<file path="src/rtl/pcie_pipe_phy_status_responder.sv">
// PHY-side PIPE responder: acknowledges MAC power-state, rate and receiver-detect requests
// with link-wide PhyStatus/RxStatus handshakes, one request at a time with fixed latencies.
module pcie_pipe_phy_status_responder #(
    parameter int              LANES           = 32,
    parameter int              PLL_LOCK_CYCLES = 16,
    parameter int              PD_LATENCY      = 8,
    parameter int              RATE_LATENCY    = 12,
    parameter int              DETECT_LATENCY  = 20,
    parameter logic [LANES-1:0] RX_PRESENT     = '1
) (
    input  logic                 clk,
    input  logic                 rst,
    input  logic [2:0]           pipe_powerdown,
    input  logic [1:0]           pipe_rate,
    input  logic                 pipe_txdetectrxloopback,
    output logic [LANES-1:0]     pipe_phystatus,
    output logic [LANES*3-1:0]   pipe_rxstatus,
    output logic [LANES-1:0]     pipe_rxelecidle,
    output logic [2:0]           cur_powerdown,
    output logic [1:0]           cur_rate,
    output logic                 busy
);

    localparam int MAX_A   = (PD_LATENCY > RATE_LATENCY) ? PD_LATENCY : RATE_LATENCY;
    localparam int MAX_B   = (DETECT_LATENCY > PLL_LOCK_CYCLES) ? DETECT_LATENCY : PLL_LOCK_CYCLES;
    localparam int MAX_LAT = (MAX_A > MAX_B) ? MAX_A : MAX_B;
    localparam int CNT_W   = $clog2(MAX_LAT + 1);

    localparam logic [CNT_W-1:0] PLL_END  = CNT_W'(PLL_LOCK_CYCLES - 1);
    localparam logic [CNT_W-1:0] LAT_PD   = CNT_W'(PD_LATENCY);
    localparam logic [CNT_W-1:0] LAT_RATE = CNT_W'(RATE_LATENCY);
    localparam logic [CNT_W-1:0] LAT_DET  = CNT_W'(DETECT_LATENCY);

    localparam logic [2:0] ST_RST_HOLD    = 3'd0;
    localparam logic [2:0] ST_IDLE        = 3'd1;
    localparam logic [2:0] ST_PD_WAIT     = 3'd2;
    localparam logic [2:0] ST_RATE_WAIT   = 3'd3;
    localparam logic [2:0] ST_DET_WAIT    = 3'd4;
    localparam logic [2:0] ST_DET_RELEASE = 3'd5;

    localparam logic [2:0] PD_P0 = 3'd0;
    localparam logic [2:0] PD_P0S = 3'd1;
    localparam logic [2:0] PD_P1 = 3'd2;

    logic [2:0]       r_state;
    logic [CNT_W-1:0] r_cnt;
    logic             r_phy;
    logic             r_det_pulse;
    logic [2:0]       r_cur_pd;
    logic [1:0]       r_cur_rate;
    logic [2:0]       r_tgt_pd;
    logic [1:0]       r_tgt_rate;

    logic [CNT_W-1:0] w_cnt_inc;
    logic             w_pd_req;
    logic             w_rate_req;
    logic             w_det_req;

    // The counter saturates so a stalled state can never alias back to a match.
    assign w_cnt_inc  = (r_cnt == '1) ? r_cnt : r_cnt + CNT_W'(1);

    assign w_pd_req   = !pipe_powerdown[2] && (pipe_powerdown != r_cur_pd);
    assign w_rate_req = (pipe_rate != 2'd3) && (pipe_rate != r_cur_rate) &&
                        ((r_cur_pd == PD_P0) || (r_cur_pd == PD_P0S));
    assign w_det_req  = pipe_txdetectrxloopback && (r_cur_pd == PD_P1);

    always_ff @(posedge clk) begin
        if (rst) begin
            r_state     <= ST_RST_HOLD;
            r_cnt       <= '0;
            r_phy       <= 1'b1;
            r_det_pulse <= 1'b0;
            r_cur_pd    <= PD_P1;
            r_cur_rate  <= 2'd0;
            r_tgt_pd    <= PD_P1;
            r_tgt_rate  <= 2'd0;
        end else begin
            // NOTE: pulses default low every cycle; non-blocking assignments let later branches override cleanly.
            r_phy       <= 1'b0;
            r_det_pulse <= 1'b0;
            case (r_state)
                ST_RST_HOLD: begin
                    r_cnt <= w_cnt_inc;
                    if (r_cnt == PLL_END) r_state <= ST_IDLE;
                    else                  r_phy   <= 1'b1;
                end
                ST_IDLE: begin
                    if (w_pd_req) begin
                        r_tgt_pd <= pipe_powerdown;
                        r_cnt    <= CNT_W'(1);
                        r_state  <= ST_PD_WAIT;
                    end else if (w_rate_req) begin
                        r_tgt_rate <= pipe_rate;
                        r_cnt      <= CNT_W'(1);
                        r_state    <= ST_RATE_WAIT;
                    end else if (w_det_req) begin
                        r_cnt   <= CNT_W'(1);
                        r_state <= ST_DET_WAIT;
                    end
                end
                ST_PD_WAIT: begin
                    r_cnt <= w_cnt_inc;
                    if (r_cnt == LAT_PD) begin
                        r_phy    <= 1'b1;
                        r_cur_pd <= r_tgt_pd;
                        r_state  <= ST_IDLE;
                    end
                end
                ST_RATE_WAIT: begin
                    r_cnt <= w_cnt_inc;
                    if (r_cnt == LAT_RATE) begin
                        r_phy      <= 1'b1;
                        r_cur_rate <= r_tgt_rate;
                        r_state    <= ST_IDLE;
                    end
                end
                ST_DET_WAIT: begin
                    r_cnt <= w_cnt_inc;
                    if (r_cnt == LAT_DET) begin
                        r_phy       <= 1'b1;
                        r_det_pulse <= 1'b1;
                        r_state     <= ST_DET_RELEASE;
                    end
                end
                ST_DET_RELEASE: begin
                    if (!pipe_txdetectrxloopback) r_state <= ST_IDLE;
                end
                default: r_state <= ST_IDLE;
            endcase
        end
    end

    always_comb begin
        // NOTE: default first so no path leaves the output unassigned (no latch).
        pipe_rxstatus = '0;
        for (int n = 0; n < LANES; n++) begin
            if (r_det_pulse && RX_PRESENT[n]) pipe_rxstatus[3*n +: 3] = 3'b011;
        end
    end

    assign pipe_phystatus  = {LANES{r_phy}};
    assign pipe_rxelecidle = {LANES{r_cur_pd != PD_P0}};
    assign cur_powerdown   = r_cur_pd;
    assign cur_rate        = r_cur_rate;
    assign busy            = (r_state != ST_IDLE);

endmodule

</file>
<file path="config.mk">
export PLATFORM = sky130hd
export DESIGN_NAME = pcie_pipe_phy_status_responder
export DESIGN_NICKNAME = d
export VERILOG_FILES = /design/src/rtl/pcie_pipe_phy_status_responder.sv
export SDC_FILE = /design/constraint.sdc
export NUM_CORES = 1
export LEC_CHECK = 0
export CORE_ASPECT_RATIO = 2
export CORE_UTILIZATION = 32
export CTS_BUF_LIST = sky130_fd_sc_hd__clkbuf_16
export CTS_CLUSTER_SIZE = 24
export DETAILED_ROUTE_END_ITERATION = 16
export PLACE_DENSITY = 0.79
export SLEW_MARGIN = 20
export SYNTH_ARGS = -nofsm -noshare
export SYNTH_HDL_FRONTEND = slang
export SYNTH_SLANG_ARGS = --single-unit
</file>
<file path="constraint.sdc">
create_clock -name clk -period 1.9 [get_ports clk]
set_input_delay 0.475 -clock clk [delete_from_list [all_inputs] [get_ports clk]]
set_output_delay 0.475 -clock clk [all_outputs]
set_load 0.1 [all_outputs]
</file>
==> metrics, run 1 <==
status finished, violations left; failing checks negative setup slack; global placer's final weighted congestion 0.903; slowest CP cell or3_4; setup slack, reg-to-reg 30 ps; total iterations of the first detailed-routing run 4; share of cells above drive strength 1 0.604; #FFs+latches synth 20; CTS clock-pin slew for the worst setup and hold paths 50 ps; Post-Syn Instances 289; clock buffer depth 2; initial core utilization 0.329; global-route wire length before repair 8.99 mm; CP Class reg -> out; FILL cells 522; die height 124 um; commonest non-fill, non-tap cell in the layout buf_12; Site Rows 44; Max Slew Vio Count 0; Leakage 2.06 nW; total gr overflow 0; power per cell area 924 mW/mm^2; drt first-iter violations 81; die width 62.9 um; GR Util All Layers 0.147; Num CTS Buffers 3; Max Clk Rate 0.519 GHz; TritonCTS clock tree yes; minimum clock period 1930 ps; ys async rst share 0; Hold Path Class reg -> reg; H-Tree Depth 1; Yosys top cell area share 0.504; overall power 4.27 mW; Most used DFF post-synth dfxtp_1; # nets final 336; post-route ant nets 0; RR Endpoint r_cnt[4]; Final Instance Area 0.00462 sq mm; post-synthesis average cell area 8.20 sq um; via count 1851; CORE AREA 0.00721 sq mm; commonest cells after routing, fill and taps aside 136 x buf_12, 32 x conb_1, 15 x nor2_1, 15 x buf_4, 12 x dfxtp_1; Max Cap Viol 0; Arrival @ worst endpoint 1450 ps; dominant cells by area after synthesis buf_4 50%, dfxtp_1 17%, mux2i_1 3.8%; setup ws final -26.6 ps; number of flops mapped to enable cells by yosys 0; Hold Slack 508 ps; Core Util, Final 0.640; required time of the critical path 1420 ps; synth warn 0; Yosys cell types 53; Post-Route WL 6.39 mm; crit share post-route 1.01; pre-CTS WS -252 ps; most area-hungry cell type in the Yosys netlist buf_4; placed cell area 0.00431 sq mm; Port Buf Inserts 141; worst path cell trace or3_4 > buf_16 > buf_16; slowest cell delay on critical path 480 ps; Max FO, Critical Path 8; Ant. Diodes 0; final setup fails 33; CP Launch Type flop; Fin. Hold Viols 0; maximum VDD drop 1.08 mV; Crit path top cell by count buf_16; Die ar. 0.00777 sq mm; initial antenna violation count 0; vias per cell 4.46; vias in the first global route 1717; largest net degree at the start of global routing 36; synth-to-layout area growth 94.9%; Max Clock Skew 4.30 ps; residual DRC count 0; Netlist Area Pre-Place 0.00237 sq mm; Reg2Reg Depth 7; routed length per placed instance 15.4 um; post-DP HPWL 4.81 mm; r2r startpoint r_cnt[1]; IO Count 174; Hold EP r_tgt_pd[2]; hold path startpoint r_tgt_pd[2]; clk_lat worst skew 260 ps; CP Capture Type output pin; hold path cells 1; Root Driver clkbuf_16; Crit. Startpoint cur_powerdown[0]; sequential-to-total area share from yosys stat 0.169; Clock Sinks 20; RSZ-0062 raised after global routing yes
-- critical path: cells and delay by family, from the launching register on --
family | cells | cell delay (ps)
simple gates | 1 | 480
flops | 1 | 340
buf+inv | 2 | 370
-- sequential cells by signal, indices dropped and copies added (netlist names) --
register,cells
cur_rate,2
r_cnt,5
r_tgt_rate,2
cur_powerdown,3
r_state,3
r_tgt_pd,3
r_det_pulse,1
r_phy,1
-- logic make-up (layout without fill, tap and decap cells) --
group                    count (synthesis)  count (layout)  synth area share
multiplexers                            12              12            0.0539
buffers and inverters                  174             177             0.535
adder cells (fa/ha/maj)                  4               4            0.0211
AND/OR/NAND/NOR                         52              52             0.127
AO/OA/AOI/OAI                           24              24            0.0850
other                                    1              32           0.00158
XOR/XNOR                                 2               2           0.00739
flip-flops                              20              20             0.169
-- worst max path at each step --
stage,end,slack (ps),cells after the start
floorplan,pipe_rxelecidle[10],-200,2
global placement,r_tgt_rate[1],-170,6
detailed placement,r_cnt[4],-250,6
CTS,pipe_rxelecidle[3],-30,3
global route,pipe_rxelecidle[11],-50,3
finish,pipe_rxelecidle[11],-30,3
-- area by class of cell --
| class | instances | area [sq um] | share of cell area |
|---|---|---|---|
| Timing Repair Buffer | 164 | 3060 | 0.662 |
| Multi-Input combinational cell | 126 | 913 | 0.198 |
| Sequential cell | 20 | 418 | 0.0905 |
| Tap cell | 92 | 115 | 0.0249 |
| Clock buffer | 3 | 75.1 | 0.0163 |
| Inverter | 9 | 33.8 | 0.00732 |
| Clock inverter | 1 | 3.75 | 0.000813 |
-- power breakdown --
| group | internal, mW | total (mW) | switching (mW) | leakage, nW |
|---|---|---|---|---|
| Combinational | 1.00 | 3.30 | 2.30 | 1.86 |
| Clock | 0.281 | 0.449 | 0.168 | 0.0385 |
| Sequential | 0.462 | 0.523 | 0.0606 | 0.166 |
-- per-stage QoR --
step           setup TNS (ps)  std cells
2_1_floorplan           -4360        320
3_3_place_gp            -1020        404
3_5_place_dp            -1800        404
4_1_cts                  -825        414
5_1_grt                 -1570        415
6_report                 -780        415
-- metal layers --
metal,GRT usage,wire (um),vias up
li1,-,-,828
met1,0.131,2030,869
met2,0.289,3700,137
met3,0.0430,502,17
met4,0.0770,158,0
met5,0,0,-
-- synthesized netlist by cell type (all sizes together) (2+ instances only) --
cell type and instances:
mux2 3, nor2 15, clkbuf 5, a211oi 2, nand2b 2, nand2 5, inv 9, nand3 6
ha 4, nor3 5, and3 2, xor2 2, o31ai 2, o21ai 4, a31oi 2, and4bb 2
dfxtp 20, a211o 2, mux2i 9, a21oi 2, nor4 2, buf 160, nor2b 4
-- repair_timing --
| item | in CTS | in global routing |
|---|---|---|
| endpoints found under the setup margin | 37 | 40 |
| hold buffers | 0 | 0 |
| gates cloned | 3 | 0 |
| gates resized for setup | 11 | 17 |
| pin swaps | 1 | 9 |
| buffers inserted | 3 | 1 |
Note: power is estimated with default switching activity, not from simulation.
==> run 2, diff against run 1 <==
Settings changed: CAP_MARGIN set to 20, SLEW_MARGIN 20 to not set.
==> results of run 2 <==
Final layout, timing and power as in run 1 (identical DEF).
==> run 3, diff against run 2 <==
Settings changed: CTS_CLUSTER_DIAMETER set to 30, MAX_ROUTING_LAYER set to met4, RECOVER_POWER set to 25.
==> run 3 against run 2 <==
  * Global-route usage rose by 0.40 points
  * Power is 0.20% lower
  * Clock power decreased by 1%
  * Flip-flop and latch count is the same
  * Highest routed layer unchanged
  * The run still ends with negative setup slack left
  * First-iteration DRC count down 43%
  * Critical path depth stayed put
  * Critical endpoint is now pipe_rxelecidle[26]
  * Design area shrank 1.3%
==> metrics, run 3 (synthesis results as in run 1) <==
status finished, violations left (unchanged); failing checks negative setup slack (unchanged); IO Count 174 (unchanged); crit share post-route 1.02 (was 1.01); register area 422 sq um (was 418 sq um); Max FO, Critical Path 8 (unchanged); RSZ-0062 raised after global routing yes (unchanged); met3 Use GR 0.0385 (was 0.0430); drt first-iter violations 46 (was 81); slew margin rel. 0.637; FILL cells 500 (was 522); power per cell area 935 mW/mm^2 (was 924 mW/mm^2); hold path startpoint r_tgt_pd[1] (was r_tgt_pd[2]); Crit. Startpoint cur_powerdown[1] (was cur_powerdown[0]); maximum VDD drop 0.889 mV (was 1.08 mV); Inst Count DP 405 (was 404); max reg flops 5 (unchanged); Arrival @ worst endpoint 1470 ps (was 1450 ps); initial core utilization 0.329 (unchanged); post-DP HPWL 4.99 mm (was 4.81 mm); global-route wire length before repair 8.98 mm (was 8.99 mm); via count 1823 (was 1851); share of cells above drive strength 1 0.609 (was 0.604); routed length per placed instance 15.5 um (was 15.4 um); Fin. Hold Viols 0 (unchanged); Multi-input gate area 907 sq um (was 913 sq um); Top reg by flops r_cnt (unchanged); overall power 4.26 mW (was 4.27 mW); non-filler cells, final 414 (was 415); Tightest Pin Transition 546 ps; GR peak layer met2 (unchanged); grt met2 use 0.299 (was 0.289); Root Driver clkbuf_16 (unchanged); CP bufs+invs 2 (unchanged); CTS Hold Bufs 0 (unchanged); post-route ant nets 0 (unchanged); minimum clock period 1950 ps (was 1930 ps); Max Slew Vio Count 0 (unchanged); Num CTS Buffers 3 (unchanged); required time of the critical path 1420 ps (about the same); clock buffer depth 2 (unchanged); Site Rows 44 (unchanged); worst path cell trace or3_4 > clkbuf_16 > buf_16 (was or3_4 > buf_16 > buf_16); GR Util All Layers 0.151 (was 0.147); Clock Sinks 20 (unchanged); commonest cells after routing, fill and taps aside 133 x buf_12, 32 x conb_1, 15 x nor2_1, 14 x buf_4, 10 x inv_1 (was 136 x buf_12, 32 x conb_1, 15 x nor2_1, 15 x buf_4, 12 x dfxtp_1); CP Launch Type flop (unchanged); H-Tree Depth 1 (unchanged); Hold Path Class reg -> reg (unchanged); setup ws final -45.5 ps (was -26.6 ps); slowest CP cell or3_4 (unchanged); final setup fails 32 (was 33); CP Class reg -> out (unchanged); Post-Route WL 6.41 mm (was 6.39 mm); residual DRC count 0 (unchanged); vias in the first global route 1655 (was 1717); initial antenna violation count 0 (unchanged); total gr overflow 0 (unchanged); die height 124 um (unchanged); met1 GRT Util 0.135 (was 0.131); Max Clock Skew 5.39 ps (was 4.30 ps); Core Util, Final 0.632 (was 0.640); vias per cell 4.40 (was 4.46); total iterations of the first detailed-routing run 4 (unchanged); largest net degree at the start of global routing 33 (was 36); Max Cap Viol 0 (unchanged); synth-to-layout area growth 92.3% (was 94.9%); Leakage 2.06 nW (about the same); CORE AREA 0.00721 sq mm (unchanged); r2r startpoint r_cnt[0] (was r_cnt[1]); commonest non-fill, non-tap cell in the layout buf_12 (unchanged); slowest cell delay on critical path 470 ps (was 480 ps); clk_lat worst skew 260 ps (about the same); Port Buf Inserts 141 (unchanged); critical path's top delay family simple AND/OR/NAND/NOR gates (unchanged); # nets final 335 (was 336); CP Capture Type output pin (unchanged); Max Clk Rate 0.514 GHz (was 0.519 GHz); CTS clock-pin slew for the worst setup and hold paths 60 ps (was 50 ps); TritonCTS clock tree yes (unchanged); Ant. Diodes 0 (unchanged); global placer's final weighted congestion 0.921 (was 0.903); die width 62.9 um (unchanged); Die ar. 0.00777 sq mm (unchanged)
[run 3: changes by cell type in the layout (fill, tap and decap cells not counted), sizes merged]
cell	before	now
clkbuf	3	8
buf	157	151
inv	9	10
clkinv	1	0
[run 3: metal layers]
metal	wire length [um]	vias to the layer above
met4	154	0
li1	-	823
met1	2060	849
met5	0	-
met3	473	18
met2	3730	133
[run 3: area by class of cell]
class,count,area share
clock inverters,1,0.000823
multi-input cells,126,0.199
repair buffers,163,0.659
flip-flops and latches,20,0.0925
clock buffers,3,0.0165
well taps,92,0.0253
inverters,9,0.00741
[run 3: worst register-to-register path: stages (launching register included)]
cell	delay, ps
dfxtp_2	330
ha_4	150
and3_4	190
ha_4	150
mux2_4	280
o22ai_4	220
nand2_2	100
nor4_1	240
a31o_1	160
[run 3: worst paths after layout]
path | slack, ps | cells after the start | endpoint
worst max-delay path | -50 | 3 | pipe_rxelecidle[26]
worst min-delay path | 470 | 1 | r_tgt_pd[1]
worst max register to register | 30 | 8 | r_cnt[3]
worst min register to register | 470 | 1 | r_tgt_pd[1]
[run 3: power by group]
part / leakage, nW / internal [mW] / switching, mW
registers: 0.167 / 0.467 / 0.0677
clock network: 0.0423 / 0.281 / 0.162
logic: 1.85 / 0.995 / 2.29
total: 2.06 / 1.74 / 2.52
[run 3: timing repair]
| action | in CTS | in global routing |
|---|---|---|
| pin swaps | 4 | 5 |
| gates resized for setup | 10 | 18 |
| endpoints found under the setup margin | 40 | 39 |
| cloned | 1 | 2 |
| hold endpoints to repair | 0 | 0 |
| setup buffers | 0 | 2 |
[run 3: stage by stage]
stage / hold WS (ps) / cell area, sq um / setup TNS, ps / setup slack [ps]
CTS: 468 / 4460 / -1660 / -53.6
global placement: 448 / 4320 / -1020 / -175
global route: 491 / 4560 / -1450 / -64.7
floorplan: 435 / 2620 / -4360 / -199
detailed placement: 454 / 4320 / -2230 / -304
finish: 468 / 4560 / -753 / -45.5
